$ cat src/rtl/unum4_fpu_arbiter_pkg.sv
// Shared constants for the unum4 FPU arbiter: opcode width and encodings,
// FSM state encoding and response flag bit positions.
package unum4_fpu_arbiter_pkg;

    localparam int unsigned OPCODE_W = 2;

    typedef enum logic [OPCODE_W-1:0] {
        OP_ADD = 2'b00,
        OP_SUB = 2'b01,
        OP_DIV = 2'b10,
        OP_MUL = 2'b11
    } opcode_e;

    typedef enum logic [1:0] {
        ST_IDLE = 2'b00,
        ST_RUN  = 2'b01,
        ST_CAPT = 2'b10,
        ST_RESP = 2'b11
    } state_e;

    // Response flag vector layout: {timeout, div_by_zero, underflow, overflow}
    localparam int unsigned FLAGS_W  = 4;
    localparam int unsigned FLAG_OVF = 0;
    localparam int unsigned FLAG_UNF = 1;
    localparam int unsigned FLAG_DBZ = 2;
    localparam int unsigned FLAG_TMO = 3;

endpackage

$ cat src/rtl/unum4_fpu_arbiter_if.sv
// Requester bus and FPU bus of the unum4 FPU arbiter.
// slave  : the arbiter's view; master : the requesters/FPU environment view.
interface unum4_fpu_arbiter_if
    import unum4_fpu_arbiter_pkg::*;
#(
    parameter int unsigned DATA_W = 32,
    parameter int unsigned N_REQ  = 4
);

    // requester side
    logic [N_REQ-1:0]          req;
    logic [N_REQ*DATA_W-1:0]   a_in;
    logic [N_REQ*DATA_W-1:0]   b_in;
    logic [N_REQ*OPCODE_W-1:0] op_in;
    logic [N_REQ-1:0]          ack;
    logic [N_REQ-1:0]          resp_valid;
    logic [DATA_W-1:0]         result;
    logic [FLAGS_W-1:0]        flags;
    logic                      busy;

    // FPU side
    logic                      fpu_start;
    logic [DATA_W-1:0]         fpu_a;
    logic [DATA_W-1:0]         fpu_b;
    logic [OPCODE_W-1:0]       fpu_op;
    logic [DATA_W-1:0]         fpu_o;
    logic                      fpu_overflow;
    logic                      fpu_underflow;
    logic                      fpu_div_by_zero;
    logic                      fpu_done;

    modport slave (
        input  req, a_in, b_in, op_in,
        output ack, resp_valid, result, flags, busy,
        output fpu_start, fpu_a, fpu_b, fpu_op,
        input  fpu_o, fpu_overflow, fpu_underflow, fpu_div_by_zero, fpu_done
    );

    modport master (
        output req, a_in, b_in, op_in,
        input  ack, resp_valid, result, flags, busy,
        input  fpu_start, fpu_a, fpu_b, fpu_op,
        output fpu_o, fpu_overflow, fpu_underflow, fpu_div_by_zero, fpu_done
    );

endinterface

$ cat src/rtl/unum4_fpu_arbiter_rr_pick.sv
// Round-robin priority picker: grants the first active request at or after
// (last_grant + 1) mod N_REQ. Purely combinational.
module unum4_rr_pick #(
    parameter int unsigned N_REQ = 4,
    localparam int unsigned IDX_W = $clog2(N_REQ)
) (
    input  logic [N_REQ-1:0] req,
    input  logic [IDX_W-1:0] last_grant,
    output logic [N_REQ-1:0] grant,
    output logic             valid
);

    logic             found;
    logic [IDX_W-1:0] idx;

    // Scan requesters starting just after the last winner, wrapping around
    always_comb begin
        grant = '0;
        found = 1'b0;
        idx   = '0;
        for (int unsigned k = 1; k <= N_REQ; k++) begin
            idx = IDX_W'((32'(last_grant) + k) % N_REQ);
            if (!found && req[idx]) begin
                grant[idx] = 1'b1;
                found      = 1'b1;
            end
        end
        valid = found;
    end

endmodule

$ cat src/rtl/unum4_fpu_arbiter.sv
// unum4 FPU arbiter: shares one multi-cycle FPU between N_REQ requesters
// with round-robin arbitration (IDLE -> RUN -> CAPT -> RESP).
// Optional watchdog on the RUN state: define UNUM4_ARB_TIMEOUT_EN.
module unum4_fpu_arbiter
    import unum4_fpu_arbiter_pkg::*;
#(
    parameter int unsigned DATA_W      = 32,
    parameter int unsigned EXP_SZ_W    = 4,
    parameter int unsigned N_REQ       = 4,
    parameter int unsigned TIMEOUT_CYC = 255
) (
    input logic                clk,
    input logic                rst,
    unum4_fpu_arbiter_if.slave bus
);

    localparam int unsigned IDX_W = $clog2(N_REQ);

    if (N_REQ < 2 || N_REQ > 8) begin : g_bad_n_req
        $error("unum4_fpu_arbiter: N_REQ must be in 2..8");
    end
    if (EXP_SZ_W == 0 || EXP_SZ_W >= DATA_W) begin : g_bad_exp_sz
        $error("unum4_fpu_arbiter: EXP_SZ_W must be in 1..DATA_W-1");
    end
    if (TIMEOUT_CYC < 2) begin : g_bad_timeout
        $error("unum4_fpu_arbiter: TIMEOUT_CYC must be at least 2");
    end

    state_e              state;
    state_e              state_nxt;

    logic [N_REQ-1:0]    pick_grant;
    logic                pick_valid;
    logic [IDX_W-1:0]    pick_idx;
    logic [DATA_W-1:0]   sel_a;
    logic [DATA_W-1:0]   sel_b;
    logic [OPCODE_W-1:0] sel_op;

    logic [IDX_W-1:0]    last_grant;
    logic [IDX_W-1:0]    grant_idx;
    logic [N_REQ-1:0]    grant_oh;

    logic [N_REQ-1:0]    ack_q;
    logic [N_REQ-1:0]    resp_valid_q;
    logic                fpu_start_q;
    logic [DATA_W-1:0]   fpu_a_q;
    logic [DATA_W-1:0]   fpu_b_q;
    logic [OPCODE_W-1:0] fpu_op_q;
    logic [DATA_W-1:0]   result_q;
    logic [FLAG_TMO-1:0] flags_q;
    logic [FLAG_TMO-1:0] fpu_flags;
    logic [FLAGS_W-1:0]  flags_out;

    logic                timeout_hit;
    logic                tmo_flag;

    unum4_rr_pick #(
        .N_REQ(N_REQ)
    ) u_pick (
        .req       (bus.req),
        .last_grant(last_grant),
        .grant     (pick_grant),
        .valid     (pick_valid)
    );

    // Winner index and its operand slices
    always_comb begin
        pick_idx = '0;
        sel_a    = '0;
        sel_b    = '0;
        sel_op   = '0;
        for (int unsigned i = 0; i < N_REQ; i++) begin
            if (pick_grant[i]) begin
                pick_idx = IDX_W'(i);
                sel_a    = bus.a_in[i*DATA_W +: DATA_W];
                sel_b    = bus.b_in[i*DATA_W +: DATA_W];
                sel_op   = bus.op_in[i*OPCODE_W +: OPCODE_W];
            end
        end
    end

    // One-hot form of the requester currently being served
    always_comb begin
        grant_oh = '0;
        for (int unsigned i = 0; i < N_REQ; i++) begin
            grant_oh[i] = (grant_idx == IDX_W'(i));
        end
    end

    // Sticky FPU exception inputs, mapped onto the flag layout
    always_comb begin
        fpu_flags           = '0;
        fpu_flags[FLAG_OVF] = bus.fpu_overflow;
        fpu_flags[FLAG_UNF] = bus.fpu_underflow;
        fpu_flags[FLAG_DBZ] = bus.fpu_div_by_zero;
    end

`ifdef UNUM4_ARB_TIMEOUT_EN
    localparam int unsigned WD_W = $clog2(TIMEOUT_CYC + 1);

    logic [WD_W-1:0] wd_q;
    logic            tmo_q;

    // Fires on the TIMEOUT_CYC-th RUN cycle that still has no fpu_done
    assign timeout_hit = (state == ST_RUN) && !bus.fpu_done &&
                         (wd_q == WD_W'(TIMEOUT_CYC - 1));
    assign tmo_flag    = tmo_q;

    // Watchdog: counts RUN cycles, cleared whenever a new operation starts
    always_ff @(posedge clk) begin
        if (rst) begin
            wd_q  <= '0;
            tmo_q <= 1'b0;
        end else if (state == ST_IDLE && pick_valid) begin
            wd_q  <= '0;
            tmo_q <= 1'b0;
        end else if (state == ST_RUN && !bus.fpu_done) begin
            wd_q <= wd_q + 1'b1;
            if (timeout_hit) begin
                tmo_q <= 1'b1;
            end
        end
    end
`else
    assign timeout_hit = 1'b0;
    assign tmo_flag    = 1'b0;
`endif

    // FSM state register
    always_ff @(posedge clk) begin
        if (rst) begin
            state <= ST_IDLE;
        end else begin
            state <= state_nxt;
        end
    end

    // FSM next-state logic
    always_comb begin
        state_nxt = state;
        unique case (state)
            ST_IDLE: if (pick_valid) state_nxt = ST_RUN;
            ST_RUN: begin
                if (bus.fpu_done) begin
                    state_nxt = ST_CAPT;
                end else if (timeout_hit) begin
                    state_nxt = ST_RESP;
                end
            end
            ST_CAPT: state_nxt = ST_RESP;
            ST_RESP: state_nxt = ST_IDLE;
            default: state_nxt = ST_IDLE;
        endcase
    end

    // Datapath: grant latch, FPU drive, flag accumulation, result capture,
    // and the registered ack/resp_valid pulses
    always_ff @(posedge clk) begin
        if (rst) begin
            last_grant   <= IDX_W'(N_REQ - 1);
            grant_idx    <= '0;
            ack_q        <= '0;
            resp_valid_q <= '0;
            fpu_start_q  <= 1'b0;
            fpu_a_q      <= '0;
            fpu_b_q      <= '0;
            fpu_op_q     <= '0;
            result_q     <= '0;
            flags_q      <= '0;
        end else begin
            ack_q        <= '0;
            resp_valid_q <= '0;
            unique case (state)
                ST_IDLE: begin
                    if (pick_valid) begin
                        grant_idx   <= pick_idx;
                        ack_q       <= pick_grant;
                        fpu_start_q <= 1'b1;
                        fpu_a_q     <= sel_a;
                        fpu_b_q     <= sel_b;
                        fpu_op_q    <= sel_op;
                        flags_q     <= '0;
                    end
                end
                ST_RUN: begin
                    flags_q <= flags_q | fpu_flags;
                    if (bus.fpu_done || timeout_hit) begin
                        fpu_start_q <= 1'b0;
                    end
                    if (timeout_hit) begin
                        result_q <= '0;
                    end
                end
                ST_CAPT: begin
                    result_q <= bus.fpu_o;
                end
                ST_RESP: begin
                    resp_valid_q <= grant_oh;
                    last_grant   <= grant_idx;
                end
                default: ;
            endcase
        end
    end

    always_comb begin
        flags_out                     = '0;
        flags_out[FLAG_TMO-1:0]       = flags_q;
        flags_out[FLAG_TMO]           = tmo_flag;
    end

    assign bus.ack        = ack_q;
    assign bus.resp_valid = resp_valid_q;
    assign bus.result     = result_q;
    assign bus.flags      = flags_out;
    assign bus.busy       = (state != ST_IDLE);
    assign bus.fpu_start  = fpu_start_q;
    assign bus.fpu_a      = fpu_a_q;
    assign bus.fpu_b      = fpu_b_q;
    assign bus.fpu_op     = fpu_op_q;

endmodule

$ cat src/flat_wrapper.sv
// flat-port wrapper written by rule: the top's interface ports become plain ports
module unum4_fpu_arbiter_flat import unum4_fpu_arbiter_pkg::*;
#(
    parameter int unsigned DATA_W      = 32,
    parameter int unsigned EXP_SZ_W    = 4,
    parameter int unsigned N_REQ       = 4,
    parameter int unsigned TIMEOUT_CYC = 255
)
  (clk, rst, bus_req, bus_a_in, bus_b_in, bus_op_in, bus_ack, bus_resp_valid, bus_result, bus_flags, bus_busy, bus_fpu_start, bus_fpu_a, bus_fpu_b, bus_fpu_op, bus_fpu_o, bus_fpu_overflow, bus_fpu_underflow, bus_fpu_div_by_zero, bus_fpu_done);
  unum4_fpu_arbiter_if #(.DATA_W(DATA_W), .N_REQ(N_REQ)) bus_i ();
  input logic clk;
  input logic rst;
  input wire logic [$bits(bus_i.req)-1:0] bus_req;
  input wire logic [$bits(bus_i.a_in)-1:0] bus_a_in;
  input wire logic [$bits(bus_i.b_in)-1:0] bus_b_in;
  input wire logic [$bits(bus_i.op_in)-1:0] bus_op_in;
  output wire logic [$bits(bus_i.ack)-1:0] bus_ack;
  output wire logic [$bits(bus_i.resp_valid)-1:0] bus_resp_valid;
  output wire logic [$bits(bus_i.result)-1:0] bus_result;
  output wire logic [$bits(bus_i.flags)-1:0] bus_flags;
  output wire logic [$bits(bus_i.busy)-1:0] bus_busy;
  output wire logic [$bits(bus_i.fpu_start)-1:0] bus_fpu_start;
  output wire logic [$bits(bus_i.fpu_a)-1:0] bus_fpu_a;
  output wire logic [$bits(bus_i.fpu_b)-1:0] bus_fpu_b;
  output wire logic [$bits(bus_i.fpu_op)-1:0] bus_fpu_op;
  input wire logic [$bits(bus_i.fpu_o)-1:0] bus_fpu_o;
  input wire logic [$bits(bus_i.fpu_overflow)-1:0] bus_fpu_overflow;
  input wire logic [$bits(bus_i.fpu_underflow)-1:0] bus_fpu_underflow;
  input wire logic [$bits(bus_i.fpu_div_by_zero)-1:0] bus_fpu_div_by_zero;
  input wire logic [$bits(bus_i.fpu_done)-1:0] bus_fpu_done;
  assign bus_i.req = bus_req;
  assign bus_i.a_in = bus_a_in;
  assign bus_i.b_in = bus_b_in;
  assign bus_i.op_in = bus_op_in;
  assign bus_ack = bus_i.ack;
  assign bus_resp_valid = bus_i.resp_valid;
  assign bus_result = bus_i.result;
  assign bus_flags = bus_i.flags;
  assign bus_busy = bus_i.busy;
  assign bus_fpu_start = bus_i.fpu_start;
  assign bus_fpu_a = bus_i.fpu_a;
  assign bus_fpu_b = bus_i.fpu_b;
  assign bus_fpu_op = bus_i.fpu_op;
  assign bus_i.fpu_o = bus_fpu_o;
  assign bus_i.fpu_overflow = bus_fpu_overflow;
  assign bus_i.fpu_underflow = bus_fpu_underflow;
  assign bus_i.fpu_div_by_zero = bus_fpu_div_by_zero;
  assign bus_i.fpu_done = bus_fpu_done;
  unum4_fpu_arbiter #(.DATA_W(DATA_W), .EXP_SZ_W(EXP_SZ_W), .N_REQ(N_REQ), .TIMEOUT_CYC(TIMEOUT_CYC)) u_core (.clk(clk), .rst(rst), .bus(bus_i));
endmodule
$ cat config.mk
export PLATFORM = sky130hd
export DESIGN_NAME = unum4_fpu_arbiter_flat
export DESIGN_NICKNAME = d
export VERILOG_FILES = /design/src/rtl/unum4_fpu_arbiter_pkg.sv /design/src/rtl/unum4_fpu_arbiter_if.sv /design/src/rtl/unum4_fpu_arbiter_rr_pick.sv /design/src/rtl/unum4_fpu_arbiter.sv /design/src/flat_wrapper.sv
export SDC_FILE = /design/constraint.sdc
export NUM_CORES = 1
export LEC_CHECK = 0
export ABC_AREA = 1
export CORE_AREA = 3 3 160 162
export DETAILED_ROUTE_END_ITERATION = 12
export DIE_AREA = 0 0 163 165
export HOLD_SLACK_MARGIN = 0.1
export PLACE_DENSITY = 0.69
export SLEW_MARGIN = 20
export SYNTH_ARGS = -nofsm -noshare
export SYNTH_HDL_FRONTEND = slang
export SYNTH_SLANG_ARGS = --single-unit
$ cat constraint.sdc
create_clock -name clk -period 2.5 [get_ports clk]
set_clock_uncertainty 0.2 [all_clocks]
set_input_delay 0.5 -clock clk [delete_from_list [all_inputs] [get_ports clk]]
set_output_delay 0.5 -clock clk [all_outputs]
set_load 0.05 [all_outputs]
==> impl_metrics.env, run 1 <==
export IMPL_status="completed"
export IMPL_die_w_um=163
export IMPL_initial_core_util_pct=29.4
export IMPL_avgSynthCellArea_um2=5.83
export IMPL_postCtsHoldBufs=0
export IMPL_yosys_most_used_dff="dfxtp_1"
export IMPL_synth_compound_area_share_pct=17.8
export IMPL_grt_max_degree=72
export IMPL_endpoint_kind="register"
export IMPL_p_per_area_nw_per_um2=1460
export IMPL_gp_congestion=0.917
export IMPL_area_growth_synth_to_final_pct=88.7
export IMPL_cts_sinks=116
export IMPL_cts_tree="built"
export IMPL_finalHoldViolations=0
export IMPL_clk_pin_slew_ns=0.06
export IMPL_synth_async_reset_ratio_pct=0
export IMPL_std_cell_rows=57
export IMPL_maxSlewHeadroom_pct=58.6
export IMPL_grt_pass1_wl_mm=48.6
export IMPL_drt_initial_drc_count=762
export IMPL_synth_edff_count=0
export IMPL_grt_usage_pct=23.1
export IMPL_p_leak_nw=6.02
export IMPL_hold_path_class="register to register"
export IMPL_dp_hpwl_mm=23.3
export IMPL_core_region_area_um2=24200
export IMPL_arrival_ns=2.56
export IMPL_fillers=2310
export IMPL_grt_pass1_vias=8912
export IMPL_rsz0062_at_grt="yes"
export IMPL_ir_worst_vdd_uv=730
export IMPL_seq_area_frac_synth_pct=32.6
export IMPL_crit_type="register to register"
export IMPL_htreeDepth=4
export IMPL_synth_fp_nets=1542
export IMPL_maxSlewViolCount=0
export IMPL_critPathRequiredTime_ns=2.58
export IMPL_synth_top_area_share_pct=32.6
export IMPL_nNetsFinal=1978
export IMPL_final_common_cell="nand2_1"
export IMPL_antenna_found_initial=4
export IMPL_ys_ff_latch=116
export IMPL_critPathMaxFanout=13
export IMPL_synthCells=1223
export IMPL_synth_top_cell_by_area="dfxtp_1"
export IMPL_cts_root_buf="clkbuf_16"
export IMPL_synth_top_family_by_area="simple AND/OR/NAND/NOR gates"
export IMPL_critPathLaunchType="register"
export IMPL_synthSimpleGateAreaFrac_pct=36.3
export IMPL_io_pins=418
export IMPL_cts_path_max_buffers=2
export IMPL_period_needed_ns=2.48
export IMPL_die_area_um2=26900
export IMPL_final_util_pct=55.5
export IMPL_timing_fmax_ghz=0.403
export IMPL_synthMuxAreaShare_pct=0
export IMPL_synth_area_top_cells="dfxtp_1 (33%), nand2_1 (23%), a21oi_1 (14%)"
export IMPL_synth_cell_types=26
export IMPL_ant_nets=0
export IMPL_drt_wl_total_mm=36.1
export IMPL_synth_area_um2=7130
export IMPL_vias_per_cell=4.80
export IMPL_yosysWarnings=0
export IMPL_dr_pass1_iters=5
export IMPL_finalSetupViolations=0
export IMPL_die_height_um=165
export IMPL_dr_total_vias=9599
export IMPL_timing_hold_ws_ns=0.259
export IMPL_synthAdderAreaFrac_pct=2.28
export IMPL_grt_ovfl_total=0
export IMPL_preCtsSetupSlack_ns=-0.366
export IMPL_post_route_period_util_pct=99.1
export IMPL_routedWlPerCell_um=18.1
export IMPL_fin_ws_ns=0.0214
export IMPL_synth_xor_area_share_pct=0
export IMPL_cts_buffers=17
export IMPL_drive_gt1_share_pct=11.9
export IMPL_final_cell_mix="nand2_1 (423), clkdlybuf4s50_1 (414), a21oi_1 (186), nor2_1 (177), dfxtp_1 (114)"
export IMPL_port_buffers=416
export IMPL_post_route_drc_count=0
export IMPL_max_slew_worst_pin_slew_ns=0.618
export IMPL_clkLatencyLatePin_ns=0.42
export IMPL_cap_viol_max_count=0
layer usage:
metal / up-vias / track usage, % / part of all wire (%)
met5: - / 0 / 0
met2: 472 / 40.5 / 49
li1: 4694 / - / -
met1: 4367 / 26.9 / 39
met3: 66 / 7.22 / 9.7
met4: 0 / 7.50 / 2.7
report_power, final:
part           switching, W  leakage, nW  internal (W)
logic               0.00851         4.77       0.00531
clock network      0.000974        0.305       0.00171
registers          0.000433        0.952       0.00267
worst paths after layout:
path	start	to	cells past startpoint	slack, ns
hold reg to reg	u_core.flags_q[1]$_SDFFE_PP0P_	u_core.flags_q[1]$_SDFFE_PP0P_	2	0.26
setup reg to reg	u_core.last_grant[1]$_SDFFE_PP1N_	u_core.bus.fpu_b[4]$_SDFFE_PP0P_	15	0.02
setup / recovery	u_core.last_grant[1]$_SDFFE_PP1N_	u_core.bus.fpu_b[4]$_SDFFE_PP0P_	15	0.02
hold / removal	u_core.flags_q[1]$_SDFFE_PP0P_	u_core.flags_q[1]$_SDFFE_PP0P_	2	0.26
Yosys cell counts, types with 4 or more instances:
library cell	instances
dfxtp_1	116
nor2_1	209
ha_1	13
inv_1	89
buf_6	8
o21ai_0	38
clkbuf_1	36
a21oi_1	206
buf_4	11
nand2_2	4
buf_2	26
nand3_1	16
nand2_1	432
metrics by stage:
step                      TNS (ns)  instance area (um^2)  power, W  cells
after floorplan                  0                  7130    0.0110   1223
after global placement      -17.67                 11900    0.0152   1936
after detailed placement    -22.30                 11900    0.0153   1936
after CTS                        0                 12700    0.0184   1973
after global routing         -6.74                 13500    0.0209   2000
final                            0                 13500    0.0196   2000
layout make-up:
| type | instances | area (um^2) | area share (%) |
|---|---|---|---|
| diodes | 4 | 10.0 | 0.0744 |
| clock buffers | 19 | 443 | 3.29 |
| clock inverters | 13 | 196 | 1.46 |
| inverters | 92 | 355 | 2.64 |
| multi-input cells | 933 | 4320 | 32.1 |
| flip-flops and latches | 116 | 2330 | 17.3 |
| well taps | 324 | 405 | 3.01 |
| repair buffers | 499 | 5400 | 40.1 |
kinds of logic (layout without fill, tap and decap cells):
| logic type | count (synthesis) | in the layout |
|---|---|---|
| fa+ha+maj | 13 | 13 |
| flops | 116 | 116 |
| other cells | 1 | 5 |
| buf+inv | 174 | 623 |
| compound gates | 249 | 249 |
| simple gates | 670 | 670 |
flip-flops by register name, summed over array words and instances (netlist names):
register and cells:
u_core.bus.fpu_start 1, u_core.bus.fpu_a 32, u_core.grant_idx 2, u_core.bus.fpu_b 32, u_core.bus.result 32, u_core.state 2
u_core.bus.resp_valid 4, u_core.last_grant 2, u_core.bus.fpu_op 2, u_core.bus.ack 4, u_core.flags_q 3
what timing repair did:
item,4_1_cts,5_1_grt
buffers inserted,1,8
gates cloned,4,15
setup endpoints to repair,64,68
pin swaps,2,19
resized for setup,12,93
critical path: stages (launching register included):
cell	delay, ns
dfxtp_2	0.33
inv_2	0.05
ha_4	0.26
inv_4	0.06
nand3_4	0.09
nand2_4	0.12
nand2_4	0.06
nor2_4	0.16
nand2_2	0.08
o21ai_4	0.21
clkinv_4	0.20
clkbuf_16	0.24
nor2_1	0.09
nor2_1	0.05
nand2_1	0.07
a21oi_1	0.05
No activity file was read; power rests on OpenSTA's default activity.
==> run 2: changes to the inputs <==
--- a/config.mk
+++ b/config.mk
@@ -10,7 +10,8 @@
 export DETAILED_ROUTE_END_ITERATION = 12
 export DIE_AREA = 0 0 163 165
 export HOLD_SLACK_MARGIN = 0.1
-export PLACE_DENSITY = 0.69
+export PLACE_DENSITY = 0.73
+export SETUP_SLACK_MARGIN = 0.3
 export SLEW_MARGIN = 20
 export SYNTH_ARGS = -nofsm -noshare
 export SYNTH_HDL_FRONTEND = slang
==> run 2 against run 1 <==
Compared with the run above:
- worst setup slack got worse by 0.024 ns
- maximum frequency decreased by 0.95%
- first-iteration DRC count decreased by 23%
- via count decreased by 0.73%
- die area unchanged
- register-to-register slack got worse by 0.02 ns
- wire length decreased by 4.8%
- the run now ends with setup timing left
- hold slack got worse by 0.0010 ns
- global-route usage increased by 0.26 points
- sequential power about the same
- count of clock-buffer cells in the layout unchanged
- largest power group unchanged
==> impl_metrics.env, run 2 (synthesis gave the netlist of run 1 again) <==
export IMPL_antenna_found_initial=1
export IMPL_nNetsFinal=1976
export IMPL_drive_gt1_share_pct=13.2
export IMPL_preCtsSetupSlack_ns=-0.477
export IMPL_pwr_share_clk_pct=12.3
export IMPL_clkLatencyLatePin_ns=0.41
export IMPL_switching_share_pct=51.7
export IMPL_die_area_um2=26900
export IMPL_cts_sinks=116
export IMPL_clk_pin_slew_ns=0.06
export IMPL_endpoint_kind="register"
export IMPL_maxSlewViolCount=0
export IMPL_area_growth_synth_to_final_pct=88.7
export IMPL_grt_pass1_vias=9173
export IMPL_core_region_area_um2=24200
export IMPL_critPathMaxFanout=9
export IMPL_cts_path_max_buffers=2
export IMPL_postCtsHoldBufs=0
export IMPL_dp_hpwl_mm=22.9
export IMPL_fin_ws_ns=-0.00251
export IMPL_power_internal_w=0.00935
export IMPL_cap_viol_max_count=0
export IMPL_rsz0062_at_grt="yes"
export IMPL_hold_path_class="register to register"
export IMPL_cts_root_buf="clkbuf_16"
export IMPL_grt_pass1_wl_mm=49.1
export IMPL_multi_input_area_um2=4450
export IMPL_grt_usage_pct=23.4
export IMPL_grt_ovfl_total=0
export IMPL_htreeDepth=4
export IMPL_critPathRequiredTime_ns=2.64
export IMPL_finalHoldViolations=0
export IMPL_port_buffers=416
export IMPL_slowest_stage="dfxtp_4"
export IMPL_p_per_area_nw_per_um2=1440
export IMPL_die_height_um=165
export IMPL_ant_nets=0
export IMPL_vias_per_cell=4.78
export IMPL_power_share_sequential_pct=15.9
export IMPL_final_common_cell="nand2_1"
export IMPL_ir_worst_vdd_uv=655
export IMPL_path_cells="inv_4, ha_4, inv_4, nand3_4, nand2_8, nand3_4, buf_4, nor2_2, nor2_4, nand2_4, inv_8, buf_12, nand2_1, nand2_1, nand2_1, nand2_1, a21oi_1"
export IMPL_initial_core_util_pct=29.4
export IMPL_period_needed_ns=2.50
export IMPL_post_route_drc_count=0
export IMPL_std_cell_rows=57
export IMPL_p_switching_w=0.0100
export IMPL_cp_slowest_stage_delay_ns=0.35
export IMPL_path_common_cell="nand2_1"
export IMPL_status="complete, but fails checks"
export IMPL_post_route_period_util_pct=100
export IMPL_combPwrFrac_pct=71.8
export IMPL_grt_max_degree=72
export IMPL_crit_type="register to register"
export IMPL_final_cell_mix="nand2_1 (412), clkdlybuf4s50_1 (302), nor2_1 (197), a21oi_1 (167), dfxtp_1 (114)"
export IMPL_drt_initial_drc_count=584
export IMPL_max_slew_worst_pin_slew_ns=0.574
export IMPL_cts_tree="built"
export IMPL_dr_pass1_iters=5
export IMPL_fillers=2290
export IMPL_routedWlPerCell_um=17.3
export IMPL_arrival_ns=2.64
export IMPL_gp_congestion=0.905
export IMPL_p_leak_nw=6.76
export IMPL_cts_buffers=17
export IMPL_timing_fmax_ghz=0.400
export IMPL_maxSlewHeadroom_pct=61.9
export IMPL_die_w_um=163
export IMPL_final_util_pct=55.5
export IMPL_regArea_um2=2330
export IMPL_finalSetupViolations=2
export IMPL_io_pins=418
export IMPL_critPathLaunchType="register"
export IMPL_dr_total_vias=9529
export IMPL_drt_wl_total_mm=34.4
export IMPL_violations="setup timing"
## run 2: cell types whose count changed in the layout (fill, tap and decap cells not counted), sizes merged, moves of 3 or more
cell	before	now
bufinv	4	1
clkdlybuf4s50	414	302
diode	4	1
dlygate4sd2	0	85
clkbuf	31	23
buf	73	81
dlymetal6s2s	0	24
## run 2: stage by stage
stage	total power [W]	std cells	hold slack (ns)	instance area [um^2]	TNS [ns]
floorplan	0.0111	1223	0.238	7210	0
global placement	0.0150	1929	0.239	11800	-24.16
detailed placement	0.0152	1929	0.249	11800	-29.30
CTS	0.0188	1986	0.260	13000	0
global route	0.0207	1995	0.274	13400	-5.18
finish	0.0194	1995	0.258	13400	-0.00417
## run 2: area by class of cell
cell class              instances  area share, %
repair buffers                497           39.6
inverters                      92           2.70
well taps                     324           3.01
clock inverters                13          0.930
multi-input cells             933           33.1
clock buffers                  19           3.29
diodes                          1         0.0186
flip-flops and latches        116           17.3
## run 2: path summary, 6_finish.rpt
path                                                   startpoint                                end  slack (ns)  depth (start not counted)
worst min-delay path               u_core.flags_q[2]$_SDFFE_PP0P_     u_core.flags_q[2]$_SDFFE_PP0P_        0.26                          2
worst min register to register     u_core.flags_q[2]$_SDFFE_PP0P_     u_core.flags_q[2]$_SDFFE_PP0P_        0.26                          2
worst max register to register  u_core.last_grant[1]$_SDFFE_PP1N_  u_core.bus.fpu_a[15]$_SDFFE_PP0P_      -0.003                         17
worst max-delay path            u_core.last_grant[1]$_SDFFE_PP1N_  u_core.bus.fpu_a[15]$_SDFFE_PP0P_      -0.003                         17
## run 2: what timing repair did
action                                  in CTS  in global routing
buffers inserted                            14                  3
pin swaps                                   17                 11
resized for setup                          167                 83
endpoints found under the setup margin     186                103
cloned                                      11                  5
hold endpoints to repair                     0                  0
## run 2: critical path: cells and delay by family (launching register included)
kind | cells | cell delay (ns)
buf+inv | 5 | 0.53
simple gates | 10 | 0.95
compound gates | 1 | 0.12
flops | 1 | 0.35
fa+ha+maj | 1 | 0.25
## run 2: power by group through the flow
| stage | Sequential, W | Combinational (W) | Clock (W) |
|---|---|---|---|
| after CTS | 0.00308 | 0.0132 | 0.00245 |
| final | 0.00307 | 0.0139 | 0.00238 |
| after floorplan | 0.00571 | 0.00543 | 0 |
| after detailed placement | 0.00313 | 0.0120 | 0 |
| after global placement | 0.00310 | 0.0119 | 0 |
| after global routing | 0.00316 | 0.0150 | 0.00252 |
## run 2: metal layers
layer	up-vias	track usage [%]	part of all wire [%]
met5	-	0	0
met4	0	7.84	2.6
met3	56	7.80	9.1
met2	402	42.6	50
met1	4387	25.4	38
li1	4684	-	-
